## src/rtl/seg7_scan_driver_if.sv

```systemverilog
// Bus between a value source and the 8-digit scan driver: the displayed word,
// its load strobe, per-digit controls and the active-low display pins.
interface seg7_scan_driver_if;
   logic [31:0] value;
   logic        load;
   logic [7:0]  digit_en;
   logic [7:0]  dp;
   logic [6:0]  segments;
   logic        dp_n;
   logic [7:0]  anodos;

   modport master (
      output value, load, digit_en, dp,
      input  segments, dp_n, anodos
   );

   modport slave (
      input  value, load, digit_en, dp,
      output segments, dp_n, anodos
   );
endinterface

```

## src/rtl/seg7_scan_driver.sv

```systemverilog
// Time-multiplexed driver for an 8-digit common-anode 7-segment display.
// A shadow register decouples the displayed word from the live input, each
// digit slot begins with an all-off guard interval to stop ghosting, and
// leading zero digits can be suppressed. All pins are registered.
module seg7_scan_driver #(
   parameter int unsigned REFRESH_DIV   = 100000,
   parameter int unsigned GUARD         = 4,
   parameter bit          BLANK_LEADING = 1'b1
) (
   input logic               clock,
   input logic               reset,
   seg7_scan_driver_if.slave bus
);

   localparam int unsigned CW = (REFRESH_DIV > 1) ? $clog2(REFRESH_DIV) : 1;
   localparam logic [CW-1:0] CNT_LAST = CW'(REFRESH_DIV - 1);

   logic [CW-1:0] cnt_q,      cnt_d;
   logic [2:0]    idx_q,      idx_d;
   logic [31:0]   shadow_q,   shadow_d;
   logic [7:0]    anodos_q,   anodos_d;
   logic [6:0]    segments_q, segments_d;
   logic          dp_n_q,     dp_n_d;

   logic [7:0]    lz_s;
   logic [3:0]    nib_s;
   logic          guard_s;
   logic          blank_s;

   // Active-low {CA..CG} pattern for one hex nibble.
   function automatic logic [6:0] decode(input logic [3:0] nib);
      logic [6:0] seg;
      case (nib)
         4'h0:    seg = 7'b0000001;
         4'h1:    seg = 7'b1001111;
         4'h2:    seg = 7'b0010010;
         4'h3:    seg = 7'b0000110;
         4'h4:    seg = 7'b1001100;
         4'h5:    seg = 7'b0100100;
         4'h6:    seg = 7'b0100000;
         4'h7:    seg = 7'b0001111;
         4'h8:    seg = 7'b0000000;
         4'h9:    seg = 7'b0000100;
         4'hA:    seg = 7'b0001000;
         4'hB:    seg = 7'b1100000;
         4'hC:    seg = 7'b0110001;
         4'hD:    seg = 7'b1000010;
         4'hE:    seg = 7'b0110000;
         4'hF:    seg = 7'b0111000;
         default: seg = 7'b1111111;
      endcase
      return seg;
   endfunction

   // Next-state for prescaler, digit index, shadow and the display pins,
   // all derived from the current (pre-edge) register values.
   always_comb begin
      cnt_d      = cnt_q;
      idx_d      = idx_q;
      shadow_d   = shadow_q;
      anodos_d   = 8'hFF;
      segments_d = 7'h7F;
      dp_n_d     = 1'b1;

      // Slot advance: the index only moves when the prescaler wraps.
      if (cnt_q == CNT_LAST) begin
         cnt_d = '0;
         idx_d = idx_q + 3'd1;
      end else begin
         cnt_d = cnt_q + CW'(1);
         idx_d = idx_q;
      end

      if (bus.load) begin
         shadow_d = bus.value;
      end else begin
         shadow_d = shadow_q;
      end

      // lz_s[i]: nibbles i..7 of the shadow are all zero.
      for (int i = 0; i < 8; i++) begin
         lz_s[i] = ((shadow_q >> (4 * i)) == 32'd0);
      end

      nib_s   = shadow_q[{idx_q, 2'b00} +: 4];
      guard_s = (32'(cnt_q) < GUARD);
      blank_s = !bus.digit_en[idx_q] ||
                (BLANK_LEADING && (idx_q != 3'd0) && lz_s[idx_q]);

      if (guard_s || blank_s) begin
         anodos_d   = 8'hFF;
         segments_d = 7'h7F;
         dp_n_d     = 1'b1;
      end else begin
         anodos_d   = ~(8'd1 << idx_q);
         segments_d = decode(nib_s);
         dp_n_d     = ~bus.dp[idx_q];
      end
   end

   // State and output registers with synchronous reset to a dark display.
   always_ff @(posedge clock) begin
      if (reset) begin
         cnt_q      <= '0;
         idx_q      <= 3'd0;
         shadow_q   <= 32'd0;
         anodos_q   <= 8'hFF;
         segments_q <= 7'h7F;
         dp_n_q     <= 1'b1;
      end else begin
         cnt_q      <= cnt_d;
         idx_q      <= idx_d;
         shadow_q   <= shadow_d;
         anodos_q   <= anodos_d;
         segments_q <= segments_d;
         dp_n_q     <= dp_n_d;
      end
   end

   assign bus.anodos   = anodos_q;
   assign bus.segments = segments_q;
   assign bus.dp_n     = dp_n_q;

endmodule

```

## src/flat_wrapper.sv

```systemverilog
// flat-port wrapper written by rule: the top's interface ports become plain ports
module seg7_scan_driver_flat 
#(
   parameter int unsigned REFRESH_DIV   = 100000,
   parameter int unsigned GUARD         = 4,
   parameter bit          BLANK_LEADING = 1'b1
)
  (clock, reset, bus_value, bus_load, bus_digit_en, bus_dp, bus_segments, bus_dp_n, bus_anodos);
  seg7_scan_driver_if bus_i ();
  input logic clock;
  input logic reset;
  input wire logic [$bits(bus_i.value)-1:0] bus_value;
  input wire logic [$bits(bus_i.load)-1:0] bus_load;
  input wire logic [$bits(bus_i.digit_en)-1:0] bus_digit_en;
  input wire logic [$bits(bus_i.dp)-1:0] bus_dp;
  output wire logic [$bits(bus_i.segments)-1:0] bus_segments;
  output wire logic [$bits(bus_i.dp_n)-1:0] bus_dp_n;
  output wire logic [$bits(bus_i.anodos)-1:0] bus_anodos;
  assign bus_i.value = bus_value;
  assign bus_i.load = bus_load;
  assign bus_i.digit_en = bus_digit_en;
  assign bus_i.dp = bus_dp;
  assign bus_segments = bus_i.segments;
  assign bus_dp_n = bus_i.dp_n;
  assign bus_anodos = bus_i.anodos;
  seg7_scan_driver #(.REFRESH_DIV(REFRESH_DIV), .GUARD(GUARD), .BLANK_LEADING(BLANK_LEADING)) u_core (.clock(clock), .reset(reset), .bus(bus_i));
endmodule
```

## config.mk

```make
export PLATFORM = sky130hd
export DESIGN_NAME = seg7_scan_driver_flat
export DESIGN_NICKNAME = d
export VERILOG_FILES = /design/src/rtl/seg7_scan_driver_if.sv /design/src/rtl/seg7_scan_driver.sv /design/src/flat_wrapper.sv
export SDC_FILE = /design/constraint.sdc
export NUM_CORES = 1
export LEC_CHECK = 0
export BUFFER_PORTS_ARGS = -buffer_cell sky130_fd_sc_hd__buf_2
export CAP_MARGIN = 10
export CORE_ASPECT_RATIO = 1.1
export CORE_MARGIN = 2
export CORE_UTILIZATION = 55
export CTS_CLUSTER_SIZE = 14
export DETAILED_ROUTE_END_ITERATION = 7
export PLACE_DENSITY = 0.8
export SYNTH_ARGS = -nofsm -noshare
export SYNTH_HDL_FRONTEND = slang
export SYNTH_SLANG_ARGS = --single-unit
```

## constraint.sdc

```tcl
create_clock -name clock -period 2.75 [get_ports clock]
set_input_delay 0.55 -clock clock [delete_from_list [all_inputs] [get_ports clock]]
set_output_delay 0.55 -clock clock [all_outputs]
set_load 0.02 [all_outputs]
```

Word-level counts from Yosys, hierarchy flattened
Memories as Yosys holds them, arrays and structs flattened. A register that Yosys moved wholly into a read port is not among the register bits.
Cells that the tools add are included.
Storage, ports and cells
  bits in registers: 61
  bits in read-only memories: 112
  input bits: 51
  output and inout port bits: 16
  logic and storage cells: 36
  memories kept: 1
Memory list
  (no name shown): words 16, bits a word 7, rd ports 1, clocked after Yosys merged registers in 1, write ports 0, RTL line seg7_scan_driver.sv:33  | case (nib)
Cells by class
  add/subtract/negate cells: 2
  $lt $le $gt $ge: 2
  equality and inequality tests: 1
  shift operators: 2
  multiplexer cells: 6
  bitwise gates (word level): 2
  reduce and logical (&&, ||, !) cells: 15
Operators by type and width (count)
  32-bit zero test: 8
  32-bit by 6-bit indexed part select with 4-bit output: 1
  17-bit by 1-bit adder with 17-bit output (second input constant): 1
  17-bit == test (second input constant): 1
  17-bit by 3-bit < comparator with 1-bit output (second input constant): 1
  1-bit binary-select mux with 3-bit select: 3
  8-bit inverter: 1
  1-bit by 3-bit << shifter with 8-bit output (first input constant): 1
  3-bit by 4-bit < comparator with 1-bit output (second input constant): 1
  2-bit OR reduction: 2
  3-bit by 1-bit adder with 3-bit output (second input constant): 1
  1-bit two-way mux: 3
  3-bit nonzero test: 1
  1-bit logical OR: 2
  1-bit logical AND: 1
  1-bit zero test: 1
  1-bit inverter: 1

Logic depth before layout (Yosys ltp)
Gate-level depths: netlist of the first run.
  depth after elaboration: 7
  depth in mapped cells: 10
  depth with buffers taken out: 8

Worst setup path after synthesis of the first run
Ideal clock, no wire load.
  path type: register to register
  from: reg u_core.idx_q[1]
  to: reg u_core.segments_q[0] (netlist: u_core.bus.segments[0])
  setup time: 0.135 ns
  arrival time: 2.234 ns
  data required time: 2.615 ns
  setup slack: 0.382 ns
  stages on the path, launching flop included: 9
  path buffers: 1
  period minus slack after synthesis: 2.368 ns
  cell sequence: dfxtp_1 -> buf_6 -> mux4_2 -> mux2i_1 -> inv_1 -> ha_1 -> mux2_2 -> a2bb2oi_1 -> o211ai_1
On the way
  longest elaborated chain between the ends: 6
  elaborated cells between the ends (all ways): 11
  those cells by class: 1 x shift; 4 x mux; 6 x reduce/logical
RTL lines
  from (decl): RTL line seg7_scan_driver.sv:19  | logic [2:0] idx_q, idx_d;
  from (signal assigned): RTL line seg7_scan_driver.sv:112  | idx_q <= idx_d;
  1-bit binary-select mux with 3-bit select, on equally long branches: RTL line seg7_scan_driver.sv:87, seg7_scan_driver.sv:88
  1-bit two-way mux, on equally long branches: RTL line seg7_scan_driver.sv:87, seg7_scan_driver.sv:88
  1-bit zero test or 1-bit logical AND (tied branches): RTL line seg7_scan_driver.sv:87, seg7_scan_driver.sv:88
  1-bit logical OR: RTL line seg7_scan_driver.sv:87  | blank_s = !bus.digit_en[idx_q] ||
  1-bit logical OR: RTL line seg7_scan_driver.sv:90  | if (guard_s || blank_s) begin
  2-bit OR reduction (no source line)
  to (decl): RTL line seg7_scan_driver.sv:22  | logic [6:0] segments_q, segments_d;
Several ways; a longest one is shown, not always the timed one. The select of a mux whose other input is x is not followed.
A chain may end at the register's enable or synchronous reset.

Worst setup path in the final report of the first run
  from: reg u_core.idx_q[0]
  to: reg u_core.segments_q[0] (netlist: u_core.bus.segments[0])
The elaborated chain is that of the path after synthesis.

==> metrics.csv, run 1 <==
metric,value,unit
status,"finished, final reports clean",
relSlewSlack,33.1,%
syn_to_final_growth,19.0,%
required,2930,ps
worst-path-max-fanout,5,
track_usage,23.9,%
crit_arrival,2660,ps
dp_hpwl,5360,um
antenna_found_initial,0,
finalSetupViolations,0,
grt_pass1_wl,12300,um
gp_congestion,1.03,
fp.dieW,77.5,um
regToRegStartpoint,u_core.idx_q[0],
path_class,reg -> reg,
period_needed,2470,ps
rsz0062_at_grt,no,
ys_async_sr_fraction,0,%
worstMarginPinSlew,1000,ps
fin_util,67.5,%
clkLatencyLatePin,350,ps
drt_iter0_markers,115,
cts_tree,done,
port_buffers,66,
cts_buffer_depth,2,
drive_above_1_share,27.9,%
grt-ovfl-total,0,
clock-sinks,68,
finalHoldViolations,0,
syn_area,3270,sq um
die-area,6580,sq um
first_pass_iters,4,
fmax,404,MHz
numCtsBuffers,9,
clkTransAtPathRegs,70,ps
htreeDepth,3,
drt_wl_total,7230,um
start_util,56.7,%
stdcell_area,3890,sq um
synth_cells,330,
critPathLaunchType,register,
synth_edf_count,0,
grt_pass1_vias,2626,
fin_nets,461,
core.rowCount,29,
slowest_stage,mux4_2,
num_io_pins,67,
irDropWorstVdd,0.542,mV
vias_per_cell,5.60,
layout_setup_ws,276,ps
period_share,90.0,%
p_per_area,557,nW/um^2
final.setup.tns,0,ps
cap_violations,0,
postSynthAreaPerCell,9.91,sq um
ys.flop_type,dfxtp_1,
finalPower,2170,uW
yosysUniqueCellTypes,42,
drc,0,
path_cells,mux4_2 > mux2i_1 > inv_1 > ha_1 > mux2_2 > a2bb2oi_1 > o211ai_1,
dpl_cell_area,3670,sq um
synth.yosys.seq_area_share,41.6,%
cp-startpoint,u_core.idx_q[0],
wl_per_cell,15.1,um
finalMaxSlewViolations,0,
postRouteAntennaNets,0,
leakage,0.00166,uW
cts_root_buf,clkbuf_8,
crit_buf_inv,1,
vias,2683,
cts_resized,0,
dpl_worst_slack,294,ps
cp_top_family,multiplexers,
ctsHoldBuffers,0,
skew,10.1,ps
core_area,5770,sq um
die_h,84.9,um
ys_ff_latch,68,
antenna_cells,0,
grt_max_degree,40,
end_kind,register,
synth_nets,394,
post_cts_buffers,0,
critical-path-max-stage-delay,520,ps
hold_path_startpoint,bus_value[23],
yosysWarnings,0,
hp-class,in -> reg,
-- power breakdown --
group	internal [uW]	total [uW]	leakage, uW	switching [uW]
clock	535	908	0.000116	374
sequential	1020	1050	0.000556	31.5
combinational	105	211	0.000983	106
total	1660	2170	0.00166	511
-- state kept, by name, summed over array words and instances (netlist names) --
signal	cells
u_core.bus.anodos	8
u_core.bus.dp_n	1
u_core.shadow_q	32
u_core.bus.segments	7
u_core.idx_q	3
u_core.cnt_q	17
-- layer usage --
metal	global-route usage, %	up-vias	wire, um
li1	-	1306	-
met1	29.4	1259	3130
met2	39.2	99	3450
met3	6.91	19	451
met4	10.2	0	198
met5	0	-	0
-- logic make-up (layout without fill, tap and decap cells) --
logic type	after synthesis	count (layout)	share of synthesized area [%]
and+or+nand+nor	121	121	17.2
DFF	68	68	41.6
muxes	55	55	21.2
buffers and inverters	29	101	4.17
AOI/OAI and AO/OA	27	27	6.23
xor gates and xnor gates	17	17	4.55
adders and majority gates	13	13	4.97
-- cell type report --
cell class / count / area (sq um)
Timing Repair Buffer: 75 / 398
Multi-Input combinational cell: 233 / 1770
Clock inverter: 6 / 87.6
Inverter: 10 / 37.5
Clock buffer: 10 / 138
Fill cell: 452 / 1880
Tap cell: 77 / 96.3
Sequential cell: 68 / 1360
-- tightest hold or removal path, stage by stage --
cell and delay (ps):
buf_2 70, mux2i_1 50, nor2_1 70
-- cells in the final DEF (no fill, tap or decap), drive strengths merged, types with 8 or more instances in the layout --
master / netlist / layout
buf: 11 / 75
clkbuf: 8 / 10
dfxtp: 68 / 68
ha: 13 / 13
inv: 8 / 8
mux2i: 40 / 40
mux4: 10 / 10
nand2: 16 / 16
nand3: 10 / 10
nor2: 62 / 62
nor4: 11 / 11
o211ai: 9 / 9
xor2: 10 / 10
-- stage by stage --
stage,hold WS [ps],cells
finish,433,479
global route,427,479
detailed placement,455,463
global placement,440,463
CTS,428,479
floorplan,430,330
-- cell usage after synthesis (all sizes together), types with 4 or more instances --
| library cell | n | area share, % |
|---|---|---|
| clkbuf | 8 | 0.92 |
| nand4 | 7 | 1.3 |
| mux4 | 10 | 6.9 |
| nand2 | 16 | 1.8 |
| xor2 | 10 | 2.7 |
| buf | 11 | 2.1 |
| o211ai | 9 | 2.2 |
| xnor2 | 7 | 1.9 |
| nand3 | 10 | 1.5 |
| nor4 | 11 | 2.6 |
| mux2i | 40 | 13 |
| dfxtp | 68 | 42 |
| ha | 13 | 5.0 |
| nor3 | 4 | 0.61 |
| a21oi | 4 | 0.61 |
| inv | 8 | 0.92 |
| mux2 | 5 | 1.7 |
| nor2 | 62 | 7.1 |
-- final timing paths --
kind / to / slack (ps) / cells past startpoint
worst min-delay path: u_core.shadow_q[23] / 430 / 3
worst min register to register: u_core.cnt_q[0] / 470 / 1
worst max register to register: u_core.bus.segments[0] / 280 / 7
worst max-delay path: u_core.bus.segments[0] / 280 / 7
Note: power is estimated with default switching activity, not from simulation.
==> run 2: changes to the inputs <==
- BUFFER_PORTS_ARGS: -buffer_cell sky130_fd_sc_hd__buf_2 -> -buffer_cell sky130_fd_sc_hd__clkbuf_2
==> run 2 against run 1 <==
Compared with the run above: core utilization grew 0.39 points; flip-flop and latch count is the same; combinational power is essentially flat; clock skew shrank 1.6 ps; power grew 0.28%; hold slack lost 36 ps; highest routed layer unchanged.
==> metrics.csv, run 2 (synthesis gave the netlist of run 1 again) <==
metric,value,unit,change
status,"finished, final reports clean",,
vias_per_cell,5.51,,-1.6%
swShare,23.7,%,+0.13 points
cap_violations,0,,unchanged
irDropWorstVdd,0.332,mV,-39%
layout_commonest_cell,dfxtp_1,,
core.rowCount,29,,unchanged
power.internal,1660,uW,+0.11%
first_pass_iters,4,,unchanged
grt_max_degree,37,,-7.5%
end_kind,register,,
seqPwrFrac,48.3,%,about the same
critPathLaunchType,register,,
clkTransAtPathRegs,70,ps,about the same
finalSetupViolations,0,,unchanged
worstMarginPinSlew,948,ps,-54.7 ps
required,2940,ps,about the same
drive_above_1_share,28.4,%,+0.53 points
die_h,84.9,um,unchanged
dp_hpwl,5330,um,-0.46%
post_cts_buffers,0,,unchanged
period_share,91.4,%,+1.5 points
port_buffers,66,,unchanged
numCtsBuffers,9,,unchanged
largest_reg_flops,32,,unchanged
antenna_found_initial,0,,unchanged
rsz0062_at_grt,no,,
skew,8.49,ps,-1.58 ps
cts_resized,0,,unchanged
stdcell_area,3920,sq um,+0.58%
cts_tree,done,,
leakage,0.00170,uW,+2.9%
track_usage,23.1,%,-0.82 points
fmax,398,MHz,-1.6%
grt_pass1_wl,11800,um,-3.8%
worst-path-max-fanout,9,,+4
p_per_area,556,nW/um^2,-0.30%
num_io_pins,67,,unchanged
ctsHoldBuffers,0,,unchanged
layout_common_cells,"dfxtp_1, clkbuf_2, nor2_1, mux2i_1, nand2_1",,
drt_iter0_markers,142,,+23%
postRouteAntennaNets,0,,unchanged
core_area,5770,sq um,unchanged
grt_pass1_vias,2557,,-2.6%
crit_arrival,2700,ps,+40 ps
fin_nets,464,,+0.65%
clkPwrFrac,41.9,%,about the same
die-area,6580,sq um,unchanged
fin_util,67.9,%,+0.39 points
dpl_cell_area,3690,sq um,+0.61%
fp.dieW,77.5,um,unchanged
htreeDepth,3,,unchanged
top_register,u_core.shadow_q,,
layout_setup_ws,236,ps,-40.0 ps
path_class,reg -> reg,,
hp-class,in -> reg,,
clkLatencyLatePin,350,ps,about the same
relSlewSlack,36.8,%,+3.6 points
finalMaxSlewViolations,0,,unchanged
fillerInstances,450,,-0.44%
comb_power_share,9.7,%,about the same
syn_to_final_growth,19.7,%,
grt-ovfl-total,0,,unchanged
drt_wl_total,7050,um,-2.4%
drc,0,,unchanged
cts_buffer_depth,2,,unchanged
finalHoldViolations,0,,unchanged
dpl_worst_slack,260,ps,-33.6 ps
gp_congestion,0.955,,-7.1%
wl_per_cell,14.6,um,-3.0%
finalPower,2180,uW,+0.28%
period_needed,2510,ps,+40.0 ps
final.setup.tns,0,ps,unchanged
start_util,56.7,%,unchanged
clock-sinks,68,,unchanged
cts_root_buf,clkbuf_8,,
power.switching,515,uW,+0.83%
antenna_cells,0,,unchanged
vias,2657,,-0.97%
## run 2: critical path: stages, from the launching register on
cell and delay, ps:
dfxtp_1 540, mux4_2 560, mux2i_1 350, inv_1 120, ha_1 250, mux2_2 270
a2bb2oi_1 140, o211ai_1 120
## run 2: through the flow
step                      hold WS (ps)  cells
final                              397    482
after global routing               395    482
after CTS                          389    482
after detailed placement           466    466
after global placement             440    466
after floorplan                    430    330
## run 2: path summary, 6_finish.rpt
path	endpoint	from	cells after the start	slack (ps)
worst max register to register	u_core.bus.segments[0]	u_core.idx_q[1]	7	240
worst min-delay path	u_core.idx_q[2]	reset	2	400
worst min register to register	u_core.cnt_q[0]	u_core.cnt_q[0]	1	480
worst max-delay path	u_core.bus.segments[0]	u_core.idx_q[1]	7	240
## run 2: final cells by class
cell class | count | area (sq um) | area share (%)
Multi-Input combinational cell | 233 | 1770 | 45.3
Sequential cell | 68 | 1360 | 34.8
Timing Repair Buffer | 78 | 420 | 10.7
Clock buffer | 10 | 138 | 3.52
Tap cell | 77 | 96.3 | 2.46
Clock inverter | 6 | 87.6 | 2.24
Inverter | 10 | 37.5 | 0.959
## run 2: routing by layer
layer,part of all wire [%],GRT usage (%)
met5,0,0
met4,1.6,8.77
met3,6.2,7.55
met2,47,37.6
met1,45,28.5
## run 2: power by group through the flow
stage / logic, uW / registers, uW / clock network [uW]
final: 212 / 1050 / 912
after global routing: 236 / 1050 / 973
after CTS: 212 / 1050 / 925
after detailed placement: 212 / 1070 / 0
after global placement: 204 / 1070 / 0
after floorplan: 145 / 1060 / 0
